File: config.mk
export PLATFORM = sky130hd
export DESIGN_NAME = edge_event_detector
export DESIGN_NICKNAME = d
export VERILOG_FILES = /design/src/rtl/edge_event_detector.sv
export SDC_FILE = /design/constraint.sdc
export NUM_CORES = 1
export LEC_CHECK = 0
export BUFFER_PORTS_ARGS = -buffer_cell sky130_fd_sc_hd__buf_2
export CELL_PAD_IN_SITES_DETAIL_PLACEMENT = 0
export CELL_PAD_IN_SITES_GLOBAL_PLACEMENT = 1
export CORE_MARGIN = 4
export CORE_UTILIZATION = 40
export CTS_BUF_LIST = sky130_fd_sc_hd__clkbuf_16
export DETAILED_ROUTE_END_ITERATION = 10
export PLACE_DENSITY = 0.85
export REMOVE_ABC_BUFFERS = 1
export SYNTH_ARGS = -nofsm -noshare
export SYNTH_HDL_FRONTEND = slang
export SYNTH_SLANG_ARGS = --single-unit
File: constraint.sdc
create_clock -name i_clk -period 2.1 [get_ports i_clk]
set_clock_uncertainty 0.2 [all_clocks]
set_input_delay 0.105 -clock i_clk [delete_from_list [all_inputs] [get_ports i_clk]]
set_output_delay 0.105 -clock i_clk [all_outputs]
set_load 0.01 [all_outputs]
File: src/rtl/edge_event_detector.sv
// Multi-channel edge event detector: per channel a synchroniser, a persistence
// glitch filter, mode-selected edge pulse, sticky pending/overflow and a saturating count.
module edge_event_detector #(
    parameter int p_WIDTH         = 4,
    parameter int p_SYNC_STAGES   = 2,
    parameter int p_FILTER_CYCLES = 4,
    parameter int p_CNT_WIDTH     = 8,
    parameter int p_IDLE_LEVEL    = 0
) (
    input  logic                           i_clk,
    input  logic                           i_rst,
    input  logic [p_WIDTH-1:0]             iv_input,
    input  logic [2*p_WIDTH-1:0]           iv_mode,
    input  logic [p_WIDTH-1:0]             iv_clear,
    output logic [p_WIDTH-1:0]             ov_level,
    output logic [p_WIDTH-1:0]             ov_pulse,
    output logic [p_WIDTH-1:0]             ov_pending,
    output logic [p_WIDTH-1:0]             ov_overflow,
    output logic [p_WIDTH*p_CNT_WIDTH-1:0] ov_count
);

    localparam int FCW = (p_FILTER_CYCLES > 1) ? $clog2(p_FILTER_CYCLES) : 1;
    localparam logic [FCW-1:0]         FC_LAST   = FCW'(p_FILTER_CYCLES - 1);
    localparam logic [FCW-1:0]         FCNT_ONE  = FCW'(1);
    localparam logic [p_CNT_WIDTH-1:0] CNT_ONE   = p_CNT_WIDTH'(1);
    localparam logic [p_CNT_WIDTH-1:0] CNT_MAX   = '1;
    localparam logic                   IDLE_BIT  = (p_IDLE_LEVEL != 0);

    genvar gi;
    generate
        for (gi = 0; gi < p_WIDTH; gi++) begin : g_chan
            logic [p_SYNC_STAGES-1:0] sync_reg;
            logic                     level_reg;
            logic [FCW-1:0]           fcnt_reg;
            logic                     pulse_reg;
            logic                     pending_reg;
            logic                     overflow_reg;
            logic [p_CNT_WIDTH-1:0]   count_reg;

            logic sync_k;
            logic transition;
            logic event_k;

            assign sync_k     = sync_reg[p_SYNC_STAGES-1];
            assign transition = (sync_k != level_reg) && (fcnt_reg == FC_LAST);
            // sync_k is the new level on a transition: 1 means rising, 0 falling
            assign event_k    = transition && (sync_k ? iv_mode[2*gi] : iv_mode[2*gi+1]);

            always_ff @(posedge i_clk) begin
                if (i_rst) begin
                    sync_reg     <= {p_SYNC_STAGES{IDLE_BIT}};
                    level_reg    <= IDLE_BIT;
                    fcnt_reg     <= '0;
                    pulse_reg    <= 1'b0;
                    pending_reg  <= 1'b0;
                    overflow_reg <= 1'b0;
                    count_reg    <= '0;
                end else begin
                    sync_reg  <= {sync_reg[p_SYNC_STAGES-2:0], iv_input[gi]};
                    pulse_reg <= event_k;

                    if (sync_k == level_reg) begin
                        fcnt_reg <= '0;
                    end else if (transition) begin
                        level_reg <= sync_k;
                        fcnt_reg  <= '0;
                    end else begin
                        fcnt_reg <= fcnt_reg + FCNT_ONE;
                    end

                    // A coincident clear wipes history first, so the event restarts the count
                    if (event_k) begin
                        pending_reg <= 1'b1;
                        if (iv_clear[gi]) begin
                            count_reg    <= CNT_ONE;
                            overflow_reg <= 1'b0;
                        end else begin
                            overflow_reg <= overflow_reg | pending_reg;
                            if (count_reg != CNT_MAX) begin
                                count_reg <= count_reg + CNT_ONE;
                            end
                        end
                    end else if (iv_clear[gi]) begin
                        pending_reg  <= 1'b0;
                        overflow_reg <= 1'b0;
                        count_reg    <= '0;
                    end
                end
            end

            assign ov_level[gi]    = level_reg;
            assign ov_pulse[gi]    = pulse_reg;
            assign ov_pending[gi]  = pending_reg;
            assign ov_overflow[gi] = overflow_reg;
            assign ov_count[gi*p_CNT_WIDTH +: p_CNT_WIDTH] = count_reg;
        end
    endgenerate

endmodule

* Word level (Yosys, flattened, before mapping) *
Index checks and enable logic that the tools add are counted.
Widths: inputs -> output; s select.

storage, ports and cells
  input port bits = 18
  output and inout port bits = 48
  word-level logic and storage cells = 124
  flip-flop bits (word level) = 64

operators by class
  muxes and demuxes = 36
  bitwise logic cells = 8
  add/subtract/negate cells = 8
  eq/ne operators = 16
  reductions and logical operators = 28

operator list
  operator             number
  $mux 8               16
  $add 8x1->8 const B  4
  $ne 8x8->1 const B   4
  $mux 1               20
  $reduce_and 2->1     8
  $reduce_bool 2->1    8
  $reduce_or 3->1      4
  $add 2x1->2 const B  4
  $eq 2x2->1 const B   4
  $logic_and 1x1->1    8
  $eq 1x1->1           4
  $ne 1x1->1           4
  $not 1->1            4
  $or 1x1->1           4

* Longest topological paths before layout *
  depth in word-level cells = 5
  mapped depth = 7
  depth with buffers taken out = 5

* Worst setup path before layout *
OpenSTA, ideal clock, no wires.

  path kind = register to register
  start = reg g_chan[2].count_reg[0]
  end = reg g_chan[2].count_reg[4]
  cell stages (with the launch flop) = 8
  path buffers = 2
  data arrival time = 1.702 ns
  period minus slack after synthesis = 1.972 ns
  path slack = 0.128 ns
  data required time = 1.830 ns
  library setup time = 0.070 ns
  path through = dfxtp_1 -> ha_1 -> and2_4 -> buf_6 -> and3_4 -> buf_6 -> or4_1 -> a21oi_1

between the ends
  longest elaborated chain between the ends = 4
  elaborated cells on any way between the ends = 7
  classes of those cells = add/sub: 1; eq/ne: 1; mux: 3; reduce/logical: 2

ends and longest elaborated chain
  element                 line  text
  from (decl)             38    logic [p_CNT_WIDTH-1:0] count_reg;
  from (signal assigned)  80    count_reg <= count_reg + CNT_ONE;
  $add 8x1->8             80
  $mux 8                  79    if (count_reg != CNT_MAX) begin
  $mux 8                  74    if (iv_clear[gi]) begin
  $mux 8                  72    if (event_k) begin

Several ways; a longest one is shown, not always the timed one. The select of a mux whose other input is x is not followed.
A chain may end at the register's enable or synchronous reset.

* Worst setup path in the final report *
  start = reg g_chan[1].fcnt_reg[0]
  end = reg g_chan[1].count_reg[7]

between the ends
  longest elaborated chain between the ends = 5
  elaborated cells on any way between the ends = 6
  classes of those cells = eq/ne: 1; mux: 1; reduce/logical: 4

ends and longest elaborated chain
  element                             line  text
  from (decl)                         34    logic [FCW-1:0] fcnt_reg;
  from (signal assigned)              68    fcnt_reg <= fcnt_reg + FCNT_ONE;
  $eq 2x2->1 (*)                      45    assign transition = (sync_k != level_reg) && (fcnt_reg == FC_LAST);
  $logic_and 1x1->1 (*)               45
  $logic_and 1x1->1 (*)               47    assign event_k = transition && (sync_k ? iv_mode[2*gi] : iv_mode[2*gi+1]);
  $reduce_bool 2->1 (no source line)  --
  $reduce_and 2->1 (no source line)   --
  to (signal assigned)                80
  to (decl)                           38

Mark *: on every way between the ends. The rest lies on a longest branch, timed or not.

==> qor.txt <==
Area Growth Syn to Fin: 21.3%
row count: 30
register-to-register setup slack: 0.15 ns
Reg2Reg Depth: 5
Arr. time, crit path: 1.99 ns
Initial DRC Count: 54
Area contributors post-synth: dfxtp_1 (44%), a21oi_1 (4.6%), nor2_1 (4.5%), buf_4 (4.1%), ha_1 (3.4%)
IO Pins: 66
core area: 6940 um2
Post-Syn Area: 2930 um2
CTS Buf Count: 9
required time of the critical path: 2.14 ns
#FFs+latches synth: 64
DP Wirelength: 4600 um
YS warnings: 0
hold endpoint: g_chan[2].pending_reg
via count: 2,593
Unique masters post-synth: 46
DRT antenna net count: 0
Die ar.: 8750 um2
most frequent cell after synthesis: dfxtp_1
TritonCTS clock tree: built
Crit Path Class: flop to flop
cell count after synthesis: 331
final setup violation count: 0
CTS max path bufs: 2
largest net degree at the start of global routing: 25
CTS H-tree depth: 3
initial antenna violation count: 0
final worst slack: 0.152 ns
Final Max Tran Viols: 0
crit end category: flop
worst hold stages: 2
die width: 93.6 um
final worst-path cycle share: 0.928
max reg flops: 32
drc violations: 0
number of global-route vias before repair: 2,446
Fmax: 0.513 GHz
Root Buffer: clkbuf_16
async set-reset flop share out of synthesis: 0
worst vdd ir: 504 uV
sequential fraction of the synthesis area: 0.438
postcts setup bufs: 0
dpl ws: 0.150 ns
MaxCap Viol Count: 0
Tightest Hold Check Type: input port to flop
drt pass-1 iters: 4
Vias/cell: 5.27
area leader, netlist: dfxtp_1
syn_area_per_cell: 8.85 um2
TNS Setup: 0 ns
global route total overflow: 0
FILL cells: 674
# nets final: 417
final hold vios: 0
hold_sp: i_rst
effective utilization at floorplan: 0.422
Max-slew headroom: 0.712
RSZ-0062 raised after global routing: false
Worst R2R End: g_chan[1].count_reg[7]
power per cell area: 726 nW/um2
EDFF count, synth: 0
post-synth top area share: 0.438
ys flop type: dfxtp_1
Final min period: 1.95 ns
Clk Latency, worst-skew pair: 0.31 ns
overall routed net length: 6450 um
port buffer count: 65
n_diodes: 0
status: complete, no violations
WL per Instance: 13.1 um
total leakage power: 1.50 nW
Placer Congestion: 0.869
clock slew at reported path FFs: 0.05 ns
crit-path max FO: 13
worst-margin pin slew: 0.433 ns
GRT Util Overall: 0.152
Clock Sinks: 64
global-route wire length before repair: 10,900 um
CP Launch Type: flop
share of cells above drive strength 1: 0.240
RR Startpoint: g_chan[1].fcnt_reg[0]
Post-synth top cells: dfxtp_1 (64), nor2_1 (35), a21oi_1 (27)
chip height: 93.6 um
## power breakdown
part,internal (mW),total [mW],switching (mW)
sequential,1.22,1.23,0.00479
combinational,0.0372,0.0763,0.0391
clock,0.776,1.27,0.499
total,2.04,2.58,0.543
## per-layer routing
metal	routed length, um	GRT usage
met4	128	0.0686
met2	2960	0.245
met1	3060	0.193
met5	0	0
met3	300	0.0330
## layout make-up
type	count	area (um2)	share of cell area
Multi-Input combinational cell	226	1400	0.395
Sequential cell	64	1280	0.361
Timing Repair Buffer	79	450	0.127
Clock buffer	9	225	0.0634
Tap cell	96	120	0.0338
Inverter	11	41.3	0.0116
Clock inverter	7	31.3	0.00881
## cells in the final DEF, fill, tap and decap left out, types with 3 or more instances in the layout
| master | n |
|---|---|
| or4_1 | 9 |
| buf_4 | 6 |
| and3_1 | 7 |
| o31ai_1 | 8 |
| nor3_1 | 6 |
| ha_1 | 8 |
| nand2_1 | 14 |
| nand4_1 | 4 |
| a21oi_1 | 27 |
| or3_1 | 5 |
| clkinv_2 | 4 |
| nor2b_1 | 13 |
| dlygate4sd3_1 | 8 |
| clkbuf_16 | 9 |
| dfxtp_1 | 64 |
| o41ai_1 | 5 |
| a31oi_1 | 6 |
| o21ai_0 | 12 |
| a21o_1 | 4 |
| nand4b_1 | 5 |
| mux2i_1 | 5 |
| nand3_1 | 17 |
| or2_2 | 6 |
| buf_2 | 65 |
| inv_1 | 13 |
| nor2_1 | 35 |
| a211oi_1 | 3 |
## how the worst max path moves through the flow
stage / from / to / slack, ns / depth (start not counted)
after floorplan: g_chan[0].fcnt_reg[0] / g_chan[0].count_reg[0] / 0.23 / 5
after global placement: g_chan[1].fcnt_reg[0] / g_chan[1].count_reg[3] / 0.19 / 5
after detailed placement: g_chan[1].fcnt_reg[0] / g_chan[1].count_reg[7] / 0.15 / 5
after CTS: g_chan[1].fcnt_reg[0] / g_chan[1].count_reg[7] / 0.12 / 5
after global routing: g_chan[1].count_reg[1] / g_chan[1].count_reg[0] / 0.03 / 5
final: g_chan[1].fcnt_reg[0] / g_chan[1].count_reg[7] / 0.15 / 5
## worst max-delay path, cell delays in order (launching register included)
cell and delay, ns:
dfxtp_1 0.33, ha_1 0.22, nand4b_1 0.15, and2_2 0.30, or4_1 0.51, a21oi_1 0.16
## per-stage QoR
step	utilization	total power, mW	std cells	hold WS, ns	cell area, um2
final	0.512	2.58	492	0.0127	3550
after detailed placement	0.463	1.32	468	0.120	3210
after global placement	0.463	1.32	468	0.114	3210
after global routing	0.512	2.68	492	0.0404	3550
after CTS	0.511	2.62	492	0.0122	3550
after floorplan	-	1.28	301	-0.0259	2720
## timing repair
item,CTS,global route
hold buffers,8,0
hold endpoints to repair,33,0
resized for setup,0,1
endpoints found under the setup margin,0,2
## cell families (layout without fill, tap and decap cells)
group,count (synthesis),count (layout),share of synthesized area
fa+ha+maj,8,8,0.0342
compound gates,77,77,0.169
flops,64,64,0.438
simple gates,134,134,0.252
xor+xnor,2,2,0.00598
buf+inv,41,106,0.0838
mux,5,5,0.0171
Note: power is estimated with default switching activity, not from simulation.
